$ cat config.mk
export PLATFORM = sky130hd
export DESIGN_NAME = counter_reader
export DESIGN_NICKNAME = d
export VERILOG_FILES = /design/src/rtl/counter_reader.sv
export SDC_FILE = /design/constraint.sdc
export NUM_CORES = 1
export LEC_CHECK = 0
export BUFFER_PORTS_ARGS = -buffer_cell sky130_fd_sc_hd__clkbuf_2
export CORE_MARGIN = 2
export CORE_UTILIZATION = 49
export CTS_CLUSTER_DIAMETER = 200
export DETAILED_ROUTE_END_ITERATION = 12
export PLACE_DENSITY = 0.76
export SYNTH_ARGS = -nofsm -noshare
export SYNTH_HDL_FRONTEND = slang
export SYNTH_SLANG_ARGS = --single-unit
$ cat constraint.sdc
create_clock -name Clk -period 2.4 [get_ports Clk]
set_input_delay 0.36 -clock Clk [delete_from_list [all_inputs] [get_ports Clk]]
set_output_delay 0.36 -clock Clk [all_outputs]
set_load 0.05 [all_outputs]
$ cat src/rtl/counter_reader.sv
// Snapshots two event counters on request and streams them out LSB-first as bytes over valid/ready.
// Define COUNTER_READER_CHECKSUM_EN to append an XOR checksum byte to each frame.
module counter_reader #(
    parameter int CNT_W = 64
) (
    input  logic             Clk,
    input  logic             Reset_n,
    input  logic             Req,
    input  logic [CNT_W-1:0] Cnt0,
    input  logic [CNT_W-1:0] Cnt1,
    output logic             Busy,
    output logic [7:0]       Dout,
    output logic             Dvalid,
    input  logic             Dready,
    output logic             Dlast
);

    localparam int N     = 2 * CNT_W / 8;
    localparam int IDX_W = $clog2(N + 1);
    localparam logic [IDX_W-1:0] LAST_IDX = IDX_W'(N - 1);

`ifdef COUNTER_READER_CHECKSUM_EN
    typedef enum logic [1:0] {IDLE, SEND, CSUM} state_t;
    logic [7:0] csum;
`else
    typedef enum logic [0:0] {IDLE, SEND} state_t;
`endif

    state_t             state;
    logic [CNT_W-1:0]   snap0;
    logic [CNT_W-1:0]   snap1;
    logic [IDX_W-1:0]   idx;
    logic [IDX_W-1:0]   next_idx;
    logic [2*CNT_W-1:0] payload;
    logic [7:0]         next_byte;

    // Byte selection always looks one ahead so Dout is registered when presented.
    always_comb begin
        payload   = {snap1, snap0};
        next_idx  = idx + IDX_W'(1);
        next_byte = 8'(payload >> {next_idx, 3'b000});
    end

    always_ff @(posedge Clk or negedge Reset_n) begin
        if (!Reset_n) begin
            state  <= IDLE;
            snap0  <= '0;
            snap1  <= '0;
            idx    <= '0;
            Busy   <= 1'b0;
            Dout   <= 8'h00;
            Dvalid <= 1'b0;
            Dlast  <= 1'b0;
`ifdef COUNTER_READER_CHECKSUM_EN
            csum   <= 8'h00;
`endif
        end else begin
            case (state)
                IDLE: begin
                    if (Req) begin
                        state  <= SEND;
                        snap0  <= Cnt0;
                        snap1  <= Cnt1;
                        idx    <= '0;
                        Busy   <= 1'b1;
                        Dout   <= Cnt0[7:0];
                        Dvalid <= 1'b1;
                        Dlast  <= 1'b0;
`ifdef COUNTER_READER_CHECKSUM_EN
                        csum   <= 8'h00;
`endif
                    end
                end
                SEND: begin
                    if (Dvalid && Dready) begin
`ifdef COUNTER_READER_CHECKSUM_EN
                        csum <= csum ^ Dout;
`endif
                        if (idx == LAST_IDX) begin
`ifdef COUNTER_READER_CHECKSUM_EN
                            // Fold in the byte being accepted now; csum lags by one.
                            state <= CSUM;
                            idx   <= next_idx;
                            Dout  <= csum ^ Dout;
                            Dlast <= 1'b1;
`else
                            state  <= IDLE;
                            Busy   <= 1'b0;
                            Dvalid <= 1'b0;
                            Dlast  <= 1'b0;
                            Dout   <= 8'h00;
`endif
                        end else begin
                            idx  <= next_idx;
                            Dout <= next_byte;
`ifdef COUNTER_READER_CHECKSUM_EN
                            Dlast <= 1'b0;
`else
                            Dlast <= (next_idx == LAST_IDX);
`endif
                        end
                    end
                end
`ifdef COUNTER_READER_CHECKSUM_EN
                CSUM: begin
                    if (Dvalid && Dready) begin
                        state  <= IDLE;
                        Busy   <= 1'b0;
                        Dvalid <= 1'b0;
                        Dlast  <= 1'b0;
                        Dout   <= 8'h00;
                    end
                end
`endif
                default: state <= IDLE;
            endcase
        end
    end

endmodule

==> flow_summary.json <==
{
  "status": "complete, no violations",
  "grt_pass1_vias": 5457,
  "yosys.area.top_type": "dfrtp_1",
  "final_core_util": 0.6132,
  "cts.path.max_buffers": 2,
  "cts_tree": "yes",
  "cts_sinks": 144,
  "synth-seq-cells": 144,
  "pwr_density_cell_mw_per_mm2": 1109,
  "rsz0062_at_grt": "false",
  "gp_congestion": 0.8311,
  "grt_pass1_wl_um": 27190,
  "ys_types": 29,
  "cts_buffers": 17,
  "place_area_mm2": 0.007561,
  "avgSynthCellArea_um2": 9.533,
  "synth_edf_count": 0,
  "required_ns": 2.77,
  "postLayoutCellArea_mm2": 0.008153,
  "worst_pin_slew_ns": 0.7952,
  "clock-skew-final_ns": 0.004931,
  "dp.cells": 992,
  "fin_tns_setup_ns": 0,
  "synthToLayoutAreaGrowth_pct": 21.66,
  "drc": 0,
  "clk_pin_slew_ns": 0.06,
  "vias": 5317,
  "synth_area_leaders": "dfrtp_1 54%, nand2_1 22%, mux4_2 7.1%",
  "fin_nets": 971,
  "root_buffer": "clkbuf_16",
  "rr_endpoint": "Dout[5]$_DFFE_PN0P_",
  "reg2regPathDepth": 7,
  "async_reset_ff_frac": 1.000,
  "htree_levels": 4,
  "synth_area_mm2": 0.006701,
  "coreArea_mm2": 0.01330,
  "floorplan.initialDensity": 0.5040,
  "cp_max_fo": 49,
  "min_period_over_period": 0.9401,
  "rr_startpoint": "idx[0]$_DFFE_PN0P_",
  "rows": 42,
  "drt_iter0_drc": 365,
  "port_buffers": 142,
  "hold_viol": 0,
  "wire_per_inst_um": 16.26,
  "cp.arrival_ns": 2.62,
  "start_kind": "register",
  "drt_wl_total_um": 16630,
  "die_h_um": 120.9,
  "via_per_inst": 5.197,
  "hold_path_class": "in2reg",
  "path_class": "reg2reg",
  "die_x_um": 120.9,
  "synth_top_area_share": 0.5377,
  "grt_max_degree": 82,
  "setup_viol": 0,
  "yosysWarnings": 0,
  "startpoint": "idx[0]$_DFFE_PN0P_",
  "power.total_uw": 9042,
  "ios": 143,
  "cts_setup_buffers": 0,
  "power.leakage_uw": 0.004412,
  "grt_overflow_total": 0,
  "max_freq_mhz": 443.2,
  "drive_gt1_frac": 0.2468,
  "relSlewSlack": 0.4661,
  "synth_cells": 703,
  "crit_path_end": "Dout[5]$_DFFE_PN0P_",
  "hpwl_um": 11970,
  "grtUsageTotal": 0.2459,
  "yosysSeqAreaShare": 0.5377,
  "ant_nets": 0,
  "peakVddDrop_mv": 0.8412,
  "synth_top_flop_cell": "dfrtp_1",
  "ff2ff_setup_slack_ns": 0.14,
  "drv_slew": 0,
  "crit_path_end_kind": "register",
  "syn-num-nets": 838,
  "die_area_mm2": 0.01463,
  "antenna_found_initial": 0,
  "fin_cells": 1023,
  "clk_latency_ns": 0.42,
  "first_pass_iters": 5,
  "maxCapViolCount": 0,
  "antennaDiodeCount": 0,
  "period_needed_ns": 2.256
}
[layer usage]
| layer | global-route usage | wire length (µm) | part of all wire |
|---|---|---|---|
| met4 | 0.1068 | 494 | 0.030 |
| met1 | 0.3226 | 7009 | 0.42 |
| met5 | 0 | 0 | 0 |
| met3 | 0.06767 | 1124 | 0.068 |
| met2 | 0.3848 | 8001 | 0.48 |
[cell families (layout without fill, tap and decap cells)]
| family | after synthesis | count (layout) | share of synthesized area |
|---|---|---|---|
| DFF | 144 | 144 | 0.5377 |
| xor gates and xnor gates | 3 | 3 | 0.005042 |
| adders and majority gates | 3 | 3 | 0.005602 |
| buffers and inverters | 45 | 189 | 0.03977 |
| muxes | 65 | 65 | 0.1436 |
| AOI/OAI and AO/OA | 32 | 32 | 0.03174 |
| and+or+nand+nor | 411 | 411 | 0.2366 |
[cells in the mapped netlist, drive strengths merged (3+ instances only)]
cell type,count
mux4,24
buf,21
ha,3
o21ai,13
dfrtp,144
clkbuf,21
o22a,8
nand2,386
nor3,8
nand3,8
o31ai,9
mux2i,41
[area by class of cell]
cell class,instances,area [µm²]
clock inverter,6,80.08
fill,1111,5142
sequential,144,3603
timing repair buffer,156,887.1
multi-input combinational,514,2849
tap,176,220.2
inverter,3,11.26
clock buffer,24,501.7
[metrics by stage]
step           setup WS, ns  hold WS, ns
4_1_cts              0.1326       0.1129
3_5_place_dp         0.1494       0.3979
2_1_floorplan        0.1437      0.06441
6_report             0.1437       0.1227
3_3_place_gp         0.2461       0.3989
5_1_grt             0.05483       0.1281
[timing repair]
action | in CTS | in global routing
gates resized for setup | 0 | 0
hold buffers | 1 | 0
endpoints found under the hold margin | 64 | 0
[cells in the final DEF, fill, tap and decap left out]
cell type / netlist / final
and3b_1: 1 / 1
clkinv_2: 0 / 4
mux4_2: 21 / 21
a21oi_1: 2 / 2
o22a_1: 8 / 8
ha_1: 3 / 2
xnor2_1: 1 / 1
nand2b_4: 0 / 1
xor2_2: 1 / 1
dfrtp_1: 144 / 144
ha_2: 0 / 1
buf_12: 3 / 5
mux2i_1: 41 / 41
mux4_1: 3 / 3
clkbuf_2: 0 / 141
buf_4: 3 / 8
nor2b_4: 0 / 1
clkbuf_8: 0 / 5
o31ai_1: 9 / 9
nand2b_1: 2 / 1
o21ai_0: 13 / 13
inv_2: 1 / 1
clkbuf_16: 0 / 17
xor2_1: 1 / 1
nor2_1: 2 / 2
bufinv_16: 0 / 2
clkbuf_1: 21 / 2
buf_6: 3 / 1
clkinv_1: 1 / 1
and3_1: 2 / 2
dlygate4sd3_1: 0 / 1
nand3_1: 8 / 8
nand4b_1: 1 / 1
nor3_1: 8 / 8
inv_1: 1 / 1
nand2_1: 386 / 386
[how the worst min path moves through the flow]
stage                         from                    end  slack (ns)  cells past startpoint
after global placement     Reset_n  snap1[50]$_DFFE_PN0P_        0.40                      1
after floorplan            Reset_n      Dlast$_DFFE_PN0P_        0.06                      0
after detailed placement   Reset_n  snap1[50]$_DFFE_PN0P_        0.40                      1
after CTS                 Cnt0[58]  snap0[58]$_DFFE_PN0P_        0.11                      3
after global routing      Cnt1[59]  snap1[59]$_DFFE_PN0P_        0.13                      3
final                     Cnt0[58]  snap0[58]$_DFFE_PN0P_        0.12                      3
[critical path, cell delays in order, from the launching register on]
cell and delay [ns]:
dfrtp_1 0.40, inv_2 0.05, ha_2 0.33, buf_12 0.28, mux2i_1 0.14, mux4_2 0.49, o31ai_1 0.30, o22a_1 0.16
[flip-flops by register name, summed over array words and instances, names as in the netlist]
name,cells
Dout,8
Dlast,1
snap1,64
idx,5
state,1
snap0,64
Dvalid,1
[power breakdown]
part / switching [µW] / internal, µW
clock: 957 / 1650
combinational: 1840 / 1500
sequential: 295 / 2810
total: 3090 / 5950
Power figures use the tool's default switching activity.
